`src/rtl/seg7_pkg.sv`:
```
// Shared glyph codes and selector encodings for the 4-digit status display.
// All segment patterns are active-low in {g,f,e,d,c,b,a} order.
package seg7_pkg;

  localparam int IDX_W = 2;

  localparam logic [6:0] GLYPH_0     = 7'h40;
  localparam logic [6:0] GLYPH_1     = 7'h79;
  localparam logic [6:0] GLYPH_2     = 7'h24;
  localparam logic [6:0] GLYPH_3     = 7'h30;
  localparam logic [6:0] GLYPH_4     = 7'h19;
  localparam logic [6:0] GLYPH_5     = 7'h12;
  localparam logic [6:0] GLYPH_6     = 7'h02;
  localparam logic [6:0] GLYPH_7     = 7'h78;
  localparam logic [6:0] GLYPH_8     = 7'h00;
  localparam logic [6:0] GLYPH_9     = 7'h10;
  localparam logic [6:0] GLYPH_U     = 7'h41;
  localparam logic [6:0] GLYPH_D     = 7'h21;
  localparam logic [6:0] GLYPH_R     = 7'h2F;
  localparam logic [6:0] GLYPH_P     = 7'h0C;
  localparam logic [6:0] GLYPH_BLANK = 7'h7F;

  typedef enum logic [2:0] {
    KIND_NUM   = 3'd0,
    KIND_U     = 3'd1,
    KIND_D     = 3'd2,
    KIND_R     = 3'd3,
    KIND_P     = 3'd4,
    KIND_BLANK = 3'd5
  } glyph_kind_t;

endpackage

```
`src/rtl/seg7_glyph_rom.sv`:
```
// Combinational glyph lookup: a numeric digit or one of the status letters.
// Digit codes above 9 have no glyph and render blank.
module seg7_glyph_rom
  import seg7_pkg::*;
(
  input  logic [3:0] digit,
  input  logic [2:0] kind,
  output logic [6:0] glyph
);

  always_comb begin
    glyph = GLYPH_BLANK;
    case (kind)
      KIND_NUM: begin
        case (digit)
          4'd0:    glyph = GLYPH_0;
          4'd1:    glyph = GLYPH_1;
          4'd2:    glyph = GLYPH_2;
          4'd3:    glyph = GLYPH_3;
          4'd4:    glyph = GLYPH_4;
          4'd5:    glyph = GLYPH_5;
          4'd6:    glyph = GLYPH_6;
          4'd7:    glyph = GLYPH_7;
          4'd8:    glyph = GLYPH_8;
          4'd9:    glyph = GLYPH_9;
          default: glyph = GLYPH_BLANK;
        endcase
      end
      KIND_U:  glyph = GLYPH_U;
      KIND_D:  glyph = GLYPH_D;
      KIND_R:  glyph = GLYPH_R;
      KIND_P:  glyph = GLYPH_P;
      default: glyph = GLYPH_BLANK;
    endcase
  end

endmodule

```
`src/rtl/seg7_status_display.sv`:
```
// Multiplexed 4-digit status display for the up/down counter: value, direction
// and run/stop, snapshotted once per frame, numeric digits blinking while stopped.
module seg7_status_display
  import seg7_pkg::*;
#(
  parameter int REFRESH_DIV = 100000,
  parameter int BLANK_CYC   = 2000,
  parameter int BLINK_TICKS = 250
) (
  input  logic       clk,
  input  logic       rst,
  input  logic [3:0] value,
  input  logic       dir_up,
  input  logic       running,
  output logic [3:0] an,
  output logic [6:0] seg
);

  localparam int PW = $clog2(REFRESH_DIV);
  localparam int BW = $clog2(BLINK_TICKS + 1);
  localparam logic [PW-1:0] P_LAST  = PW'(REFRESH_DIV - 1);
  localparam logic [PW-1:0] P_BLANK = PW'(BLANK_CYC);
  localparam logic [BW-1:0] B_LAST  = BW'(BLINK_TICKS - 1);

  logic [PW-1:0]    p;
  logic [IDX_W-1:0] idx;
  logic [3:0]       snap_value;
  logic             snap_dir_up;
  logic             snap_running;
  logic [BW-1:0]    blink_cnt;
  logic             blink_phase;
  logic             tick;
  logic             frame_wrap;

  assign tick       = (p == P_LAST);
  assign frame_wrap = tick && (idx == IDX_W'(3));

  always_ff @(posedge clk or negedge rst) begin
    if (!rst) begin
      p            <= '0;
      idx          <= '0;
      snap_value   <= '0;
      snap_dir_up  <= 1'b0;
      snap_running <= 1'b0;
      blink_cnt    <= '0;
      blink_phase  <= 1'b0;
    end else begin
      p <= tick ? '0 : p + PW'(1);
      if (tick)
        idx <= idx + IDX_W'(1);
      if (frame_wrap) begin
        snap_value   <= value;
        snap_dir_up  <= dir_up;
        snap_running <= running;
      end
      // A restart captured at the frame wrap clears the phase in the same
      // cycle so the digits are solid from the very next frame.
      if ((frame_wrap && running) || snap_running) begin
        blink_cnt   <= '0;
        blink_phase <= 1'b0;
      end else if (tick) begin
        if (blink_cnt == B_LAST) begin
          blink_cnt   <= '0;
          blink_phase <= ~blink_phase;
        end else begin
          blink_cnt <= blink_cnt + BW'(1);
        end
      end
    end
  end

  // Stage p0: glyph selection for the current slot
  logic [3:0] units_p0;
  logic [3:0] digit_p0;
  logic [2:0] kind_p0;
  logic [6:0] glyph_p0;

  assign units_p0 = (snap_value >= 4'd10) ? snap_value - 4'd10 : snap_value;

  always_comb begin
    digit_p0 = 4'd0;
    kind_p0  = KIND_BLANK;
    case (idx)
      2'd0: begin
        digit_p0 = units_p0;
        kind_p0  = blink_phase ? KIND_BLANK : KIND_NUM;
      end
      2'd1: begin
        digit_p0 = 4'd1;
        kind_p0  = (blink_phase || snap_value < 4'd10) ? KIND_BLANK : KIND_NUM;
      end
      2'd2:    kind_p0 = snap_dir_up ? KIND_U : KIND_D;
      default: kind_p0 = snap_running ? KIND_R : KIND_P;
    endcase
  end

  seg7_glyph_rom u_rom (
    .digit (digit_p0),
    .kind  (kind_p0),
    .glyph (glyph_p0)
  );

  // Stage p1: registered pin drivers
  logic [3:0] an_p1;
  logic [6:0] seg_p1;

  always_ff @(posedge clk or negedge rst) begin
    if (!rst) begin
      an_p1  <= 4'hF;
      seg_p1 <= GLYPH_BLANK;
    end else if (p < P_BLANK || glyph_p0 == GLYPH_BLANK) begin
      an_p1  <= 4'hF;
      seg_p1 <= GLYPH_BLANK;
    end else begin
      an_p1  <= ~(4'b0001 << idx);
      seg_p1 <= glyph_p0;
    end
  end

  assign an  = an_p1;
  assign seg = seg_p1;

endmodule

```
`config.mk`:
```
export PLATFORM = sky130hd
export DESIGN_NAME = seg7_status_display
export DESIGN_NICKNAME = d
export VERILOG_FILES = /design/src/rtl/seg7_pkg.sv /design/src/rtl/seg7_glyph_rom.sv /design/src/rtl/seg7_status_display.sv
export SDC_FILE = /design/constraint.sdc
export NUM_CORES = 1
export LEC_CHECK = 0
export ABC_CLOCK_PERIOD_IN_PS = 6170
export CORE_MARGIN = 3
export CORE_UTILIZATION = 45
export CTS_CLUSTER_SIZE = 30
export DETAILED_ROUTE_END_ITERATION = 10
export PLACE_DENSITY = 0.75
export SLEW_MARGIN = 20
export SYNTH_ARGS = -nofsm -noshare
export SYNTH_HDL_FRONTEND = slang
export SYNTH_SLANG_ARGS = --single-unit
```
`constraint.sdc`:
```
create_clock -name clk -period 6.17 [get_ports clk]
set_input_delay 1.5425 -clock clk [delete_from_list [all_inputs] [get_ports clk]]
set_output_delay 1.5425 -clock clk [all_outputs]
set_load 0.005 [all_outputs]
```
==> Word level (Yosys, flattened, before mapping) <==
Memory sizes are Yosys's and may differ from the RTL's.
Index checks and enable logic that the tools add are counted.
{ "totals": {"reg_bits": 45, "latchBits": 0, "ramBits": 0, "rom_bits": 112, "in_bits": 8, "n_memories": 1} }
{ "op_classes": {"add_sub_neg": 4, "n_mul": 0, "div": 0, "magnitude_cmp": 3, "eq_ne": 10, "shift": 1, "mux": 17, "bitwise": 2, "reduce_logical": 10} }
{ "mem_list": {"columns": ["name", "words", "word_bits", "rd", "rd_ports_with_merged_regs", "wr", "line_no", "text"], "rows": [
  ["(no name shown)", 16, 7, 1, 0, 0, "seg7_glyph_rom.sv:15", "case (digit)"]
]} }
{ "ops": {"columns": ["op", "n"], "rows": [
  ["case mux 7 bit (5 select lines)", 1],
  ["2-to-1 mux 8 bit", 3],
  ["adder 17 x 1 -> 17 bit (second input constant)", 1],
  ["equality test 17 bit (second input constant)", 1],
  ["less-than comparator 17 x 11 -> 1 bit (second input constant)", 1],
  ["2-to-1 mux 17 bit", 1],
  ["2-to-1 mux 3 bit", 3],
  ["case mux 3 bit (3 select lines)", 1],
  ["adder 8 x 1 -> 8 bit (second input constant)", 1],
  ["equality test 8 bit (second input constant)", 1],
  ["2-to-1 mux 4 bit", 2],
  ["case mux 4 bit (2 select lines)", 1],
  ["equality test 7 bit (second input constant)", 1],
  ["2-to-1 mux 7 bit", 1],
  ["equality test 3 x 2 -> 1 bit (second input constant)", 2],
  ["equality test 2 bit (second input constant)", 2],
  ["greater-or-equal comparator 4 bit (second input constant)", 1],
  ["less-than comparator 4 bit (second input constant)", 1],
  ["inverter 4 bit", 1],
  ["nonzero test 2 bit", 2],
  ["<< shifter 1 x 2 -> 4 bit (first input constant)", 1],
  ["subtractor 4 bit (second input constant)", 1],
  ["equality test 3 x 1 -> 1 bit (second input constant)", 1],
  ["equality test 3 bit (second input constant)", 1],
  ["other kinds (10)", 15]
]} }

==> Logic depth before layout (Yosys ltp) <==
Gate-level depths: netlist of the first run.
{ "logic_depth": {"ltp_word": 9, "mapped_depth": 10, "mapped_depth_nobuf": 9} }

==> Modules after synthesis <==
From an unflattened synthesis of the first run, not the netlist that was laid out.
{ "hier_totals": {"hier_cells": 257, "area_unflattened_um2": 2577.5} }
{ "by_module_without_submodules": {"columns": ["mod", "n_inst", "cells_per_inst", "area_each_um2", "seq_area_each_um2"], "rows": [
  ["seg7_status_display", 1, 215, 2284.7, 1139.8],
  ["seg7_glyph_rom", 1, 42, 292.8, 0.0]
]} }

==> Worst setup path before layout of the first run <==
OpenSTA, ideal clock, no wires.
{ "synth_path": {"path_type": "register to register", "from": "reg idx[0]", "to": "reg an_p1[0], in the netlist an[0]", "t_arrival_ns": 2.473, "t_required_ns": 6.089, "slack_ns": 3.616, "stages_incl_launch_ff": 10, "path_buffers": 1, "synth_period_minus_slack_ns": 2.554, "path_cell_list": "dfrtp_1 -> inv_1 -> ha_1 -> buf_2 -> a21boi_0 -> inv_1 -> ha_1 -> a2111oi_0 -> o32ai_1 -> a32oi_1"} }
{ "synth_between": {"elab_chain_len": 7, "elab_cells_between_ends": 17} }
{ "synth_lines": {"columns": ["item", "line_no", "text"], "rows": [
  ["start: declaration", "seg7_status_display.sv:26", "logic [IDX_W-1:0] idx;"],
  ["start signal: assignment", "seg7_status_display.sv:50", "idx <= idx + IDX_W'(1);"],
  ["equality test 2 x 1 -> 1 bit (tied with other cells)", "seg7_status_display.sv:83", "case (idx)"],
  ["case mux 4 bit (2 select lines) or case mux 3 bit (3 select lines) (tied branches)", "seg7_status_display.sv:83", null],
  ["memory read (16 x 7 bit) (tied with other cells)", null, null],
  ["case mux 7 bit (5 select lines)", "seg7_glyph_rom.sv:13", "case (kind)"],
  ["equality test 7 bit", "seg7_status_display.sv:111", "end else if (p < P_BLANK || glyph_p0 == GLYPH_BLANK) begin"],
  ["logical OR 1 bit", "seg7_status_display.sv:111", null],
  ["2-to-1 mux 4 bit (*)", "seg7_status_display.sv:111", null],
  ["end signal: assignment", "seg7_status_display.sv:115", "an_p1 <= ~(4'b0001 << idx);"],
  ["end: declaration", "seg7_status_display.sv:104", "logic [3:0] an_p1;"]
]} }
Every way passes the cells marked *; elsewhere a longest branch is shown, timed or not.
A chain may end at the register's enable or synchronous reset.

==> Worst setup path after layout of the first run <==
{ "layout_path": {"from": "reg idx[0]", "to": "reg an_p1[1], in the netlist an[1]"} }
Same word-level chain as after synthesis.

==> impl_metrics.py, run 1 <==
metrics = {
    "worst_setup_path": {
        "crit_slowest_cell": "a21boi_0",
        "path_buf_inv": 2,
        "startpoint_type": "flip-flop",
        "critPathMaxStageDelay_ns": 0.55,
        "path_cells": "inv_1 > ha_1 > a21boi_0 > inv_1 > ha_1 > a2111oi_0 > o32ai_1 > a32oi_1",
        "cp_data_required_time_ns": 6.38,
        "crit_fanout": 9,
        "cp-end-kind": "flip-flop",
        "criticalPathCategory": "flip-flop to flip-flop",
        "reg2reg_slack_ns": 3.11,
        "cpLargestDelayFamily": "compound AO/OA/AOI/OAI gates",
        "worstPathArrival_ns": 3.28,
    },
    "clock_network": {
        "clkSinkCount": 45,
        "cts_setup_buffers": 0,
        "cts_inserted_buffers": 5,
        "holdBufCountCts": 0,
        "tritoncts": "built",
        "cts_resized": 0,
        "insertion_delay_ns": 0.30,
        "clockRootBuffer": "clkbuf_8",
        "h-tree-depth": 2,
        "clk_pin_slew_ns": 0.09,
        "clockBufferDepth": 2,
    },
    "floorplanning": {
        "fp.coreArea_um2": 5240,
        "fp.dieH_um": 80.6,
        "die_width_um": 80.6,
        "start_util_pct": 47.8,
        "die_area_um2": 6500,
        "rows": 26,
        "ioPinCount": 19,
    },
    "power": {
        "peakVddDrop_v": 0.0000854,
        "power.share.clock_pct": 36.1,
        "combPwrFrac_pct": 7.1,
        "power_mw": 0.527,
        "pwr_density_cell_nw_per_um2": 185,
        "seq_power_share_pct": 56.8,
        "power_switching_mw": 0.124,
        "swShare_pct": 23.5,
        "p_int_mw": 0.403,
        "p_leak_nw": 1.23,
    },
    "timing": {
        "hold-worst-slack_ns": 0.487,
        "worst_slew_pin_slew_ns": 0.707,
        "setup_viol": 0,
        "skew_ns": 0.00861,
        "rsz0062_at_grt": "no",
        "period_share_pct": 49.7,
        "fmax_ghz": 0.326,
        "fin_setup_tns_ns": 0,
        "slew_headroom_pct": 52.1,
        "period_minus_slack_ns": 3.06,
        "final_hold_viol_count": 0,
        "finalMaxSlewViolations": 0,
        "worst_slack_ns": 3.11,
    },
    "routing": {
        "drtAntennaViolNets": 0,
        "vias": 1936,
        "vias_per_cell": 5.60,
        "drt-initial-drc-count": 113,
        "wl_per_cell_um": 14.0,
        "drcViolationCount": 0,
        "wirelength_um": 4840,
        "dr.pass1.iters": 4,
    },
    "layout": {
        "final_nets": 298,
        "seq_area_um2": 1140,
        "final_cell_mix": "dfrtp_1 (34), nor2_1 (24), nand2_1 (23), clkdlybuf4s50_1 (17), ha_1 (15)",
        "stdcell_area_um2": 2850,
        "n_fill_cell": 455,
        "fin_cells": 346,
        "final_core_util_pct": 54.3,
        "antenna_cells": 0,
        "multi_input_area_um2": 1290,
        "syn_to_final_growth_pct": 13.5,
        "layout-drive-gt1-share_pct": 11.6,
        "mostFrequentLayoutCell": "dfrtp_1",
    },
    "global_route": {
        "grt_antenna_before_repair": 0,
        "grtUsageTotal_pct": 16.2,
        "grt_pass1_vias": 1827,
        "grt_pass1_wl_um": 8280,
        "grt_max_degree": 46,
        "grt_overflow": 0,
    },
    "status": {
        "status": "finished clean",
    },
    "logic_synthesis": {
        "synth_cell_types": 49,
        "async_reset_ff_share_pct": 100,
        "synthesis.area_um2": 2510,
        "syn-mean-instance-area_um2": 9.79,
        "yosysSeqAreaShare_pct": 45.5,
        "synth_seq_cells": 45,
        "ys_warn_count": 0,
        "synth_edf_count": 0,
        "synth_cells": 256,
        "synthesis.nets": 279,
        "ys.flop_type": "dfrtp_1",
    },
    "place": {
        "placed_cell_area_um2": 2750,
        "dp_hpwl_um": 3450,
        "gp_congestion": 0.824,
        "pre_cts_ws_ns": 3.11,
        "io_buffers": 18,
        "dp_cells": 338,
    },
    "hold_path": {
        "hold_path_class": "flip-flop to flip-flop",
    },
    "flow_run": {
        "cap_violations": 0,
    },
}
cell usage after synthesis, types with 4 or more instances:
master / instances / share of area [%]
nand3_1: 11 / 2.2
nand2_1: 23 / 3.4
inv_1: 13 / 1.9
nand4_1: 5 / 1.2
mux2_2: 5 / 2.2
o21ai_0: 13 / 2.6
xor2_1: 10 / 3.5
nor3_1: 7 / 1.4
ha_1: 15 / 7.5
a21oi_1: 7 / 1.4
nor2b_1: 4 / 1.0
clkbuf_1: 4 / 0.60
nand2b_1: 6 / 1.5
dfrtp_1: 34 / 34
nor4_1: 4 / 1.0
nor2_1: 24 / 3.6
xnor2_1: 8 / 2.8
and3_1: 4 / 1.0
dfstp_2: 11 / 12
sequential cells by signal, summed over array words and instances (netlist names):
signal,flops
an,4
blink_cnt,8
blink_phase,1
idx,2
p,17
seg,7
snap_dir_up,1
snap_running,1
snap_value,4
worst register-to-register path, cell delays in order (launching register included):
cell and delay (ns):
dfrtp_1 0.43, inv_1 0.13, ha_1 0.32, a21boi_0 0.55, inv_1 0.18, ha_1 0.33
a2111oi_0 0.55, o32ai_1 0.27, a32oi_1 0.22
path summary, 6_finish.rpt:
check	start	end	depth (start not counted)
setup / recovery	idx[0]	an[1]	8
hold / removal	p[0]	p[0]	1
setup reg to reg	idx[0]	an[1]	8
max in group asynchronous	rst	snap_value[3]	1
min in group asynchronous	rst	blink_cnt[0]	1
hold reg to reg	p[0]	p[0]	1
cells by family (layout without fill, tap and decap cells):
group                      Yosys count  count (layout)  synth area share [%]
xor gates and xnor gates            18              18                  6.29
and+or+nand+nor                    103             103                  21.5
buffers and inverters               20              40                  3.15
DFF                                 45              45                  45.5
AOI/OAI and AO/OA                   49              49                  13.5
adders and majority gates           15              15                  7.49
muxes                                6               6                  2.65
area by class of cell:
type / instances / share of cell area, %
Multi-Input combinational cell: 191 / 45.3
Sequential cell: 45 / 40.1
Timing Repair Buffer: 19 / 6.51
Tap cell: 70 / 3.08
Clock buffer: 6 / 2.90
Inverter: 13 / 1.72
Clock inverter: 2 / 0.484
power by group through the flow:
stage	combinational, mW	clock, mW	sequential [mW]
floorplan	0.0225	0	0.303
global placement	0.0364	0	0.304
detailed placement	0.0370	0	0.304
CTS	0.0373	0.195	0.299
global route	0.0427	0.208	0.299
finish	0.0376	0.190	0.299
routing by layer:
metal  track usage, %  part of all wire [%]  up-vias
met5                0                     0        -
met4             4.22                   1.1        0
met3             4.15                   5.4        6
met2             27.1                    47       52
met1             20.9                    46      923
li1                 -                     -      955
No activity file was read; power rests on OpenSTA's default activity.
==> inputs of run 2 (changes only) <==
- ABC_CLOCK_PERIOD_IN_PS: 6170 -> 3100
- clock period: 6.17 -> 3.1 ns (I/O delays scaled with it)
==> run 2 against run 1 <==
  * Via count fell by 0.21%
  * Combinational power rose by 100%
  * Critical path type unchanged
  * Cell count rose by 0.29%
  * Clock skew fell by 0.0024 ns
  * Clock-buffer cell count rose by 1
==> impl_metrics.py, run 2 (synthesis results as in run 1) <==
metrics = {
    "status": {
        "status": "finished clean",
    },
    "timing": {
        "fmax_ghz": 0.373,
        "period_minus_slack_ns": 2.68,
        "hold-worst-slack_ns": 0.487,
        "period_share_pct": 86.4,
        "rsz0062_at_grt": "no",
        "skew_ns": 0.00626,
        "slew_headroom_pct": 36.2,
        "setup_viol": 0,
        "finalMaxSlewViolations": 0,
        "final_hold_viol_count": 0,
        "worst_slew_pin_slew_ns": 0.957,
        "fin_setup_tns_ns": 0,
    },
    "routing": {
        "drcViolationCount": 0,
        "drt-initial-drc-count": 107,
        "wirelength_um": 4900,
        "vias_per_cell": 5.57,
        "drtAntennaViolNets": 0,
        "dr.pass1.iters": 4,
        "wl_per_cell_um": 14.1,
        "vias": 1932,
    },
    "layout": {
        "mostFrequentLayoutCell": "dfrtp_1",
        "final_nets": 299,
        "layout-drive-gt1-share_pct": 11.2,
        "antenna_cells": 0,
        "final_cell_mix": "dfrtp_1 (34), nor2_1 (24), nand2_1 (23), clkdlybuf4s50_1 (17), ha_1 (15)",
        "syn_to_final_growth_pct": 13.3,
        "regMostFlops": "p",
        "largest_register_ff_count": 17,
        "stdcell_area_um2": 2840,
        "n_fill_cell": 477,
    },
    "hold_path": {
        "hold_path_class": "flip-flop to flip-flop",
        "hp-start": "p[0]",
        "holdPathStages": 1,
        "holdPathEnd": "p[0]",
    },
    "power": {
        "p_int_mw": 0.782,
        "p_leak_nw": 1.22,
        "pwr_density_cell_nw_per_um2": 362,
        "combPwrFrac_pct": 7.4,
        "peakVddDrop_v": 0.000244,
        "power.share.clock_pct": 34.6,
        "swShare_pct": 23.8,
        "power_switching_mw": 0.244,
        "seq_power_share_pct": 57.9,
    },
    "worst_setup_path": {
        "criticalPathCategory": "flip-flop to flip-flop",
        "crit_fanout": 9,
        "cp-end-kind": "flip-flop",
        "reg2reg_slack_ns": 0.42,
        "startpoint_type": "flip-flop",
        "worstPathArrival_ns": 2.89,
        "reg2reg_depth": 8,
        "r2r_start": "idx[0]",
        "crit_slowest_cell": "a2111oi_1",
        "cp_data_required_time_ns": 3.32,
        "path_cells": "inv_1 > ha_1 > a21oi_1 > inv_1 > ha_1 > a2111oi_1 > o32ai_1 > a32oi_1",
        "timing.rr.end": "an[1]",
        "critPathMaxStageDelay_ns": 0.49,
    },
    "clock_network": {
        "cts_resized": 0,
        "clockRootBuffer": "clkbuf_8",
        "insertion_delay_ns": 0.29,
        "cts_inserted_buffers": 5,
        "holdBufCountCts": 0,
        "clk_pin_slew_ns": 0.08,
        "clkSinkCount": 45,
        "h-tree-depth": 2,
        "cts_setup_buffers": 0,
        "tritoncts": "built",
        "clockBufferDepth": 2,
    },
    "floorplanning": {
        "die_width_um": 80.6,
        "fp.coreArea_um2": 5240,
        "ioPinCount": 19,
        "start_util_pct": 47.8,
        "fp.dieH_um": 80.6,
        "rows": 26,
        "die_area_um2": 6500,
    },
    "global_route": {
        "grt_overflow": 0,
        "grt_pass1_wl_um": 8290,
        "grt_antenna_before_repair": 0,
        "grt_pass1_vias": 1881,
        "grtUsageTotal_pct": 16.2,
        "grt_max_degree": 46,
    },
    "place": {
        "gp_congestion": 0.848,
        "dp_hpwl_um": 3550,
        "io_buffers": 18,
        "placed_cell_area_um2": 2750,
    },
    "flow_run": {
        "cap_violations": 0,
    },
}
==> run 2: per-layer routing <==
metal	GRT usage (%)	wire length (µm)
met5	0	0
met4	4.90	56
met1	19.7	2280
met3	4.04	221
met2	28.0	2340
==> run 2: power groups by stage <==
stage | clock network, mW | registers, mW | logic [mW]
6_report | 0.356 | 0.595 | 0.0762
5_1_grt | 0.393 | 0.595 | 0.0860
4_1_cts | 0.363 | 0.595 | 0.0757
3_5_place_dp | 0 | 0.606 | 0.0751
3_3_place_gp | 0 | 0.606 | 0.0738
2_1_floorplan | 0 | 0.604 | 0.0447
==> run 2: worst max-delay path by stage <==
stage,start,end,slack (ns),cells after the start
final,idx[0],an[1],0.42,8
after global routing,idx[0],an[3],0.13,8
after CTS,idx[0],an[1],0.34,8
after detailed placement,idx[0],an[1],0.42,8
after global placement,idx[0],an[3],0.55,8
after floorplan,idx[0],an[0],0.55,9
==> run 2: final cells by class <==
type                       instances  area (µm²)  area share (%)
clock buffer                       7        76.3            2.69
timing repair buffer              20         190            6.70
tap                               70        87.6            3.09
sequential                        45        1140            40.1
clock inverter                     1        7.51           0.264
inverter                          13        48.8            1.72
multi-input combinational        191        1290            45.4
==> run 2: stage by stage <==
step | utilization [%] | instances | power [mW] | setup WS (ns)
3_5_place_dp | 52.6 | 339 | 0.681 | 0.424
4_1_cts | 54.2 | 347 | 1.03 | 0.336
6_report | 54.2 | 347 | 1.03 | 0.422
3_3_place_gp | 52.6 | 339 | 0.679 | 0.551
5_1_grt | 54.2 | 347 | 1.07 | 0.129
2_1_floorplan | - | 256 | 0.648 | 0.546
==> run 2: critical path: cells and delay by family, from the launching register on <==
family / cells / cell delay (ns)
AO/OA/AOI/OAI: 4 / 1.37
adder cells (fa/ha/maj): 2 / 0.60
flip-flops: 1 / 0.41
buffers and inverters: 2 / 0.23
==> inputs of run 3 (changes only) <==
- HOLD_SLACK_MARGIN: default -> 0.1
==> results of run 3 <==
No change in the layout: final DEF, timing and power equal those of run 2.
